===== src/rtl/rv32_ctrl_pkg.sv =====
// Shared encodings for the RV32I multi-cycle control unit.
// The immediate generator, ALU decoder and datapath muxes use the same
// encodings, so every select value is defined once here.
package rv32_ctrl_pkg;

  // Controller states; TRAP is terminal until reset.
  typedef enum logic [3:0] {
    S_FETCH,
    S_DECODE,
    S_MEM_ADDR,
    S_MEM_READ,
    S_WB_MEM,
    S_MEM_WRITE,
    S_EXEC_R,
    S_EXEC_I,
    S_WB_ALU,
    S_BRANCH,
    S_JAL,
    S_JALR,
    S_LINK,
    S_LUI,
    S_AUIPC,
    S_TRAP
  } state_e;

  // RV32I base opcodes (IR[6:0]).
  localparam logic [6:0] OP_LOAD   = 7'b0000011;
  localparam logic [6:0] OP_STORE  = 7'b0100011;
  localparam logic [6:0] OP_RTYPE  = 7'b0110011;
  localparam logic [6:0] OP_ITYPE  = 7'b0010011;
  localparam logic [6:0] OP_BRANCH = 7'b1100011;
  localparam logic [6:0] OP_JAL    = 7'b1101111;
  localparam logic [6:0] OP_JALR   = 7'b1100111;
  localparam logic [6:0] OP_LUI    = 7'b0110111;
  localparam logic [6:0] OP_AUIPC  = 7'b0010111;

  // Instruction class as seen by the sequencer.
  typedef enum logic [3:0] {
    CLS_LOAD,
    CLS_STORE,
    CLS_RTYPE,
    CLS_ITYPE,
    CLS_BRANCH,
    CLS_JAL,
    CLS_JALR,
    CLS_LUI,
    CLS_AUIPC,
    CLS_ILLEGAL
  } instr_class_e;

  // Immediate-format select for the immediate generator.
  typedef enum logic [2:0] {
    IMM_I = 3'd0,
    IMM_S = 3'd1,
    IMM_B = 3'd2,
    IMM_U = 3'd3,
    IMM_J = 3'd4
  } imm_sel_e;

  typedef enum logic [1:0] {
    SRCA_PC    = 2'd0,
    SRCA_OLDPC = 2'd1,
    SRCA_RS1   = 2'd2,
    SRCA_ZERO  = 2'd3
  } alu_src_a_e;

  typedef enum logic [1:0] {
    SRCB_RS2  = 2'd0,
    SRCB_IMM  = 2'd1,
    SRCB_FOUR = 2'd2
  } alu_src_b_e;

  typedef enum logic [1:0] {
    ALUOP_ADD    = 2'd0,
    ALUOP_BRANCH = 2'd1,
    ALUOP_FUNCT  = 2'd2
  } alu_op_e;

  typedef enum logic [1:0] {
    RES_ALUOUT = 2'd0,
    RES_MDR    = 2'd1,
    RES_ALU    = 2'd2
  } result_src_e;

  typedef enum logic {
    PCSRC_ALU    = 1'b0,
    PCSRC_ALUOUT = 1'b1
  } pc_src_e;

  typedef enum logic {
    ADDR_PC     = 1'b0,
    ADDR_ALUOUT = 1'b1
  } addr_src_e;

  // Complete set of control outputs for one cycle.
  typedef struct packed {
    logic        mem_req;
    logic        mem_we;
    addr_src_e   addr_src;
    logic        ir_write;
    logic        pc_write;
    pc_src_e     pc_src;
    logic        reg_write;
    result_src_e result_src;
    alu_src_a_e  alu_src_a;
    alu_src_b_e  alu_src_b;
    alu_op_e     alu_op;
    imm_sel_e    imm_sel;
    logic        retire;
    logic        illegal;
  } ctrl_t;

  // Address calculation uses the S-format offset for stores, I-format otherwise.
  function automatic imm_sel_e imm_for_mem(instr_class_e cls);
    return (cls == CLS_STORE) ? IMM_S : IMM_I;
  endfunction

endpackage


===== src/rtl/rv32_opcode_class.sv =====
// Combinational opcode -> instruction class map.
module rv32_opcode_class
  import rv32_ctrl_pkg::*;
(
  input  logic [6:0]   opcode_i,
  output instr_class_e class_o
);

  // Anything outside the supported base set is classed illegal.
  // NOTE: every always_comb output gets a default before the case, so no path can infer a latch.
  always_comb begin
    class_o = CLS_ILLEGAL;
    case (opcode_i)
      OP_LOAD:   class_o = CLS_LOAD;
      OP_STORE:  class_o = CLS_STORE;
      OP_RTYPE:  class_o = CLS_RTYPE;
      OP_ITYPE:  class_o = CLS_ITYPE;
      OP_BRANCH: class_o = CLS_BRANCH;
      OP_JAL:    class_o = CLS_JAL;
      OP_JALR:   class_o = CLS_JALR;
      OP_LUI:    class_o = CLS_LUI;
      OP_AUIPC:  class_o = CLS_AUIPC;
      default:   class_o = CLS_ILLEGAL;
    endcase
  end

endmodule


===== src/rtl/rv32_mc_control.sv =====
// Multi-cycle RV32I control unit: state register, next-state logic and
// output decode for the shared PC/IR/ALU/memory datapath.
module rv32_mc_control
  import rv32_ctrl_pkg::*;
(
  input  logic       clk,
  input  logic       rst,
  input  logic [6:0] opcode,
  input  logic       branch_taken,
  input  logic       mem_ready,
  output logic       mem_req,
  output logic       mem_we,
  output logic       addr_src,
  output logic       ir_write,
  output logic       pc_write,
  output logic       pc_src,
  output logic       reg_write,
  output logic [1:0] result_src,
  output logic [1:0] alu_src_a,
  output logic [1:0] alu_src_b,
  output logic [1:0] alu_op,
  output logic [2:0] imm_sel,
  output logic       retire,
  output logic       illegal
);

  state_e       state_q, state_d;
  instr_class_e cls;
  ctrl_t        ctrl;

  rv32_opcode_class u_opcode_class (
    .opcode_i (opcode),
    .class_o  (cls)
  );

  // State register; synchronous reset returns the sequencer to FETCH.
  // NOTE: sequential state uses non-blocking assignments so all flops update together on the edge.
  always_ff @(posedge clk) begin
    if (rst) state_q <= S_FETCH;
    else     state_q <= state_d;
  end

  // Next-state logic; memory states hold until the request completes.
  always_comb begin
    state_d = state_q;
    case (state_q)
      S_FETCH:     if (mem_ready) state_d = S_DECODE;
      S_DECODE: begin
        case (cls)
          CLS_LOAD,
          CLS_STORE:  state_d = S_MEM_ADDR;
          CLS_RTYPE:  state_d = S_EXEC_R;
          CLS_ITYPE:  state_d = S_EXEC_I;
          CLS_BRANCH: state_d = S_BRANCH;
          CLS_JAL:    state_d = S_JAL;
          CLS_JALR:   state_d = S_JALR;
          CLS_LUI:    state_d = S_LUI;
          CLS_AUIPC:  state_d = S_AUIPC;
          default:    state_d = S_TRAP;
        endcase
      end
      S_MEM_ADDR:  state_d = (cls == CLS_LOAD) ? S_MEM_READ : S_MEM_WRITE;
      S_MEM_READ:  if (mem_ready) state_d = S_WB_MEM;
      S_WB_MEM:    state_d = S_FETCH;
      S_MEM_WRITE: if (mem_ready) state_d = S_FETCH;
      S_EXEC_R,
      S_EXEC_I:    state_d = S_WB_ALU;
      S_WB_ALU:    state_d = S_FETCH;
      S_BRANCH:    state_d = S_FETCH;
      S_JAL,
      S_JALR:      state_d = S_LINK;
      S_LINK,
      S_LUI,
      S_AUIPC:     state_d = S_WB_ALU;
      S_TRAP:      state_d = S_TRAP;
      default:     state_d = S_FETCH;
    endcase
  end

  // Output decode from the current state; reset forces every strobe low so an
  // abandoned request, write or retire never leaks out during rst.
  always_comb begin
    ctrl = '0;
    case (state_q)
      S_FETCH: begin
        ctrl.mem_req  = 1'b1;
        ctrl.addr_src = ADDR_PC;
        if (mem_ready) begin
          ctrl.ir_write  = 1'b1;
          ctrl.pc_write  = 1'b1;
          ctrl.alu_src_a = SRCA_PC;
          ctrl.alu_src_b = SRCB_FOUR;
          ctrl.alu_op    = ALUOP_ADD;
          ctrl.pc_src    = PCSRC_ALU;
        end
      end
      S_DECODE: begin
        // Precompute the branch/jump target into ALUOut.
        ctrl.alu_src_a = SRCA_OLDPC;
        ctrl.alu_src_b = SRCB_IMM;
        ctrl.alu_op    = ALUOP_ADD;
        ctrl.imm_sel   = (cls == CLS_JAL) ? IMM_J : IMM_B;
      end
      S_MEM_ADDR: begin
        ctrl.alu_src_a = SRCA_RS1;
        ctrl.alu_src_b = SRCB_IMM;
        ctrl.alu_op    = ALUOP_ADD;
        ctrl.imm_sel   = imm_for_mem(cls);
      end
      S_MEM_READ: begin
        ctrl.mem_req  = 1'b1;
        ctrl.addr_src = ADDR_ALUOUT;
      end
      S_WB_MEM: begin
        ctrl.reg_write  = 1'b1;
        ctrl.result_src = RES_MDR;
        ctrl.retire     = 1'b1;
      end
      S_MEM_WRITE: begin
        ctrl.mem_req  = 1'b1;
        ctrl.mem_we   = 1'b1;
        ctrl.addr_src = ADDR_ALUOUT;
        ctrl.retire   = mem_ready;
      end
      S_EXEC_R: begin
        ctrl.alu_src_a = SRCA_RS1;
        ctrl.alu_src_b = SRCB_RS2;
        ctrl.alu_op    = ALUOP_FUNCT;
      end
      S_EXEC_I: begin
        ctrl.alu_src_a = SRCA_RS1;
        ctrl.alu_src_b = SRCB_IMM;
        ctrl.imm_sel   = IMM_I;
        ctrl.alu_op    = ALUOP_FUNCT;
      end
      S_WB_ALU: begin
        ctrl.reg_write  = 1'b1;
        ctrl.result_src = RES_ALUOUT;
        ctrl.retire     = 1'b1;
      end
      S_BRANCH: begin
        ctrl.alu_src_a = SRCA_RS1;
        ctrl.alu_src_b = SRCB_RS2;
        ctrl.alu_op    = ALUOP_BRANCH;
        ctrl.retire    = 1'b1;
        ctrl.pc_write  = branch_taken;
        ctrl.pc_src    = PCSRC_ALUOUT;
      end
      S_JAL: begin
        ctrl.pc_write = 1'b1;
        ctrl.pc_src   = PCSRC_ALUOUT;
      end
      S_JALR: begin
        // Target taken straight from the ALU; datapath clears bit 0.
        ctrl.alu_src_a = SRCA_RS1;
        ctrl.alu_src_b = SRCB_IMM;
        ctrl.imm_sel   = IMM_I;
        ctrl.alu_op    = ALUOP_ADD;
        ctrl.pc_write  = 1'b1;
        ctrl.pc_src    = PCSRC_ALU;
      end
      S_LINK: begin
        // Link value OLDPC + 4 lands in ALUOut for WB_ALU.
        ctrl.alu_src_a = SRCA_OLDPC;
        ctrl.alu_src_b = SRCB_FOUR;
        ctrl.alu_op    = ALUOP_ADD;
      end
      S_LUI: begin
        ctrl.alu_src_a = SRCA_ZERO;
        ctrl.alu_src_b = SRCB_IMM;
        ctrl.imm_sel   = IMM_U;
        ctrl.alu_op    = ALUOP_ADD;
      end
      S_AUIPC: begin
        ctrl.alu_src_a = SRCA_OLDPC;
        ctrl.alu_src_b = SRCB_IMM;
        ctrl.imm_sel   = IMM_U;
        ctrl.alu_op    = ALUOP_ADD;
      end
      S_TRAP:  ctrl.illegal = 1'b1;
      default: ctrl = '0;
    endcase
    if (rst) ctrl = '0;
  end

  assign mem_req    = ctrl.mem_req;
  assign mem_we     = ctrl.mem_we;
  assign addr_src   = ctrl.addr_src;
  assign ir_write   = ctrl.ir_write;
  assign pc_write   = ctrl.pc_write;
  assign pc_src     = ctrl.pc_src;
  assign reg_write  = ctrl.reg_write;
  assign result_src = ctrl.result_src;
  assign alu_src_a  = ctrl.alu_src_a;
  assign alu_src_b  = ctrl.alu_src_b;
  assign alu_op     = ctrl.alu_op;
  assign imm_sel    = ctrl.imm_sel;
  assign retire     = ctrl.retire;
  assign illegal    = ctrl.illegal;

endmodule


===== config.mk =====
export PLATFORM = sky130hd
export DESIGN_NAME = rv32_mc_control
export DESIGN_NICKNAME = d
export VERILOG_FILES = /design/src/rtl/rv32_ctrl_pkg.sv /design/src/rtl/rv32_opcode_class.sv /design/src/rtl/rv32_mc_control.sv
export SDC_FILE = /design/constraint.sdc
export NUM_CORES = 1
export LEC_CHECK = 0
export ABC_AREA = 1
export ABC_CLOCK_PERIOD_IN_PS = 2100
export CELL_PAD_IN_SITES_DETAIL_PLACEMENT = 1
export CELL_PAD_IN_SITES_GLOBAL_PLACEMENT = 1
export CORE_MARGIN = 2
export CORE_UTILIZATION = 27
export DETAILED_ROUTE_END_ITERATION = 10
export PLACE_DENSITY = 0.82
export SLEW_MARGIN = 20
export SYNTH_ARGS = -nofsm -noshare
export SYNTH_HDL_FRONTEND = slang
export SYNTH_SLANG_ARGS = --single-unit

===== constraint.sdc =====
create_clock -name clk -period 2.1 [get_ports clk]
set_clock_uncertainty 0.2 [all_clocks]
set_input_delay 0.42 -clock clk [delete_from_list [all_inputs] [get_ports clk]]
set_output_delay 0.42 -clock clk [all_outputs]
set_load 0.01 [all_outputs]

==> flow_metrics.tcl <==
set metrics [dict create \
    outcome "finished, violations left" \
    violations "setup timing" \
    wirelength_um 7240 \
    diodes 0 \
    mostFrequentLayoutCells "buf_4, nand2_1, nor2_4" \
    critPathLaunchType "input port" \
    clockBufferDepth 2 \
    drive_gt1_frac 0.709 \
    switching_power_w 0.00107 \
    grt_usage 0.333 \
    fillCellCount 372 \
    swShare 0.527 \
    place_hpwl_um 3210 \
    core_area_um2 3000 \
    crit_family "buffers and inverters" \
    total_power_w 0.00203 \
    syn-cell-area_um2 833 \
    first_global_vias 1625 \
    rows 20 \
    ys_seq_area_frac 0.0961 \
    grt_first_pass_wirelength_um 8480 \
    via_per_inst 5.79 \
    top_register "state_q" \
    max_freq_mhz 399 \
    power.density_nw_per_um2 1030 \
    num_vias 1686 \
    cts_buffers 3 \
    hold_violations 0 \
    antenna_found_initial 0 \
    cellLeakagePower_nw 1.03 \
    p_clk_frac 0.060 \
    syn_to_final_growth_pct 138 \
    fin_ws_ns -0.406 \
    crit_path_max_incr_delay_ns 0.22 \
    combinationalPowerShare 0.833 \
    synth_seq_cells 4 \
    grt_remaining_overflow 0 \
    ant_nets 0 \
    largestRegisters "state_q x4" \
    worstSetupPathDepth 13 \
    cts_tree "yes" \
    critical_path_arrival_ns 1.89 \
    yosys.cell_types.count 29 \
    htreeDepth 1 \
    hp-class "in -> reg" \
    drv_cap 0 \
    syn_inst 165 \
    drc_errors 0 \
    wl_per_cell_um 24.9 \
    rsz0062_at_grt "yes" \
    clock_latency_ns 0.27 \
    port_buffers 29 \
    max-vdd-ir-drop_uv 448 \
    path_max_fanout 4 \
    layout_commonest_cell "buf_4" \
    r2r_cells 9 \
    cts.sinks 4 \
    crit_chain "buf_4, inv_4, nand2_1, nand2_2, inv_4, nor2_4, nor2_4, nand2_4, ha_4, o21ai_4, o211ai_1, inv_1, buf_2" \
    path_buf_inv 5 \
    ys_warn_count 0 \
    worst-setup-path-type "in -> out" \
    hold_depth 4 \
    place_area_um2 1480 \
    grt_max_degree 9 \
    syn_area_per_cell_um2 5.05 \
    end_kind "primary output" \
    required_ns 1.48 \
    syn_nets 179 \
    cp_slowest_cell "o211ai_1" \
    root_buffer "clkbuf_4" \
    die_h_um 59.6 \
    place.gp.congestion 0.813 \
    design.die.area_um2 3550 \
    first_iter_violations 142 \
    layout.nets 274 \
    initial_utilization 0.277 \
    fin_crit_ns 2.51 \
    fin_crit_sh 1.19 \
    setup-violations-final 16 \
    cts-hold-fix-buffers 0 \
    p_int_w 0.000962 \
    clk_pin_slew_ns 0.05 \
    die_w_um 59.6 \
    fin_setup_tns_ns -2.63 \
    largest_reg_flops 4 \
    drv_slew 0 \
    post-place-ws_ns -1.16 \
    io_pins 31 \
    seqPwrFrac 0.107 \
    post-route-cell-area_um2 1980 \
    drt-pass1-iter-count 4 \
]
## stage by stage
step | hold slack (ns) | util | std cells
floorplan | 0.402 | - | 165
finish | 0.639 | 0.659 | 291
CTS | 0.515 | 0.588 | 283
global route | 0.640 | 0.659 | 291
detailed placement | 0.513 | 0.493 | 265
global placement | 0.463 | 0.493 | 265
## synthesized netlist by cell type
cell type  number  area share
nand2_1        40        0.18
inv_1          35        0.16
nor2_1         27        0.12
a21oi_1         9       0.054
nand3_1         9       0.054
o21ai_1         5       0.030
dfxtp_1         4       0.096
o21ai_0         4       0.024
ha_1            3       0.045
inv_2           3       0.014
nor3_1          3       0.018
a211oi_1        2       0.018
clkbuf_1        2      0.0090
nand3_2         2       0.024
nor2_2          2       0.015
nor2_4          2       0.027
a21oi_2         1       0.011
a221oi_1        1       0.011
a22oi_1         1      0.0090
a31oi_1         1      0.0075
buf_4           1      0.0090
conb_1          1      0.0045
nand2_2         1      0.0075
nor3_2          1       0.012
nor4_1          1      0.0075
o2111ai_1       1       0.011
o211ai_1        1      0.0090
o22ai_1         1      0.0075
or2_2           1      0.0075
## tightest hold or removal path: cells and delay by family
family / cells / cell delay [ns]
AOI/OAI and AO/OA: 1 / 0.06
buffers and inverters: 3 / 0.58
## logic make-up (layout without fill, tap and decap cells)
kind of cell    count (synthesis)  count (layout)  synth area share
other cells                     1               1           0.00450
fa+ha+maj                       3               3            0.0450
buf+inv                        41             134             0.189
simple gates                   89              89             0.474
flops                           4               4            0.0961
compound gates                 27              27             0.191
## timing repair
item,4_1_cts,5_1_grt
gates resized for setup,169,65
setup buffers,15,8
setup endpoints to repair,22,22
pin swaps,22,20
hold endpoints to repair,0,0
## per-layer routing
layer	vias to the layer above	routed length (um)	GRT usage
met1	810	2600	0.338
li1	703	-	-
met5	-	0	0
met3	51	503	0.0786
met4	0	566	0.178
met2	122	3570	0.622
## path summary, 6_finish.rpt
path	startpoint	to	slack, ns
setup / recovery	opcode[5]	imm_sel[1]	-0.41
hold / removal	rst	state_q[2]	0.64
setup reg to reg	state_q[1]	state_q[0]	0.16
hold reg to reg	state_q[2]	state_q[3]	0.68
## layout make-up
class / instances / area (um^2) / area share
clock buffer: 3 / 22.5 / 0.0114
sequential: 4 / 95.1 / 0.0480
timing repair buffer: 93 / 717 / 0.362
inverter: 38 / 169 / 0.0853
tap: 33 / 41.3 / 0.0209
multi-input combinational: 120 / 935 / 0.472
## power by group through the flow
stage / Combinational (W) / Sequential (W) / Clock [W]
after floorplan: 0.000465 / 0.000139 / 0
after global placement: 0.00106 / 0.000145 / 0
after detailed placement: 0.00112 / 0.000153 / 0
after CTS: 0.00127 / 0.000184 / 0.000103
after global routing: 0.00177 / 0.000219 / 0.000129
final: 0.00169 / 0.000219 / 0.000121
(Power assumes the default switching activity.)
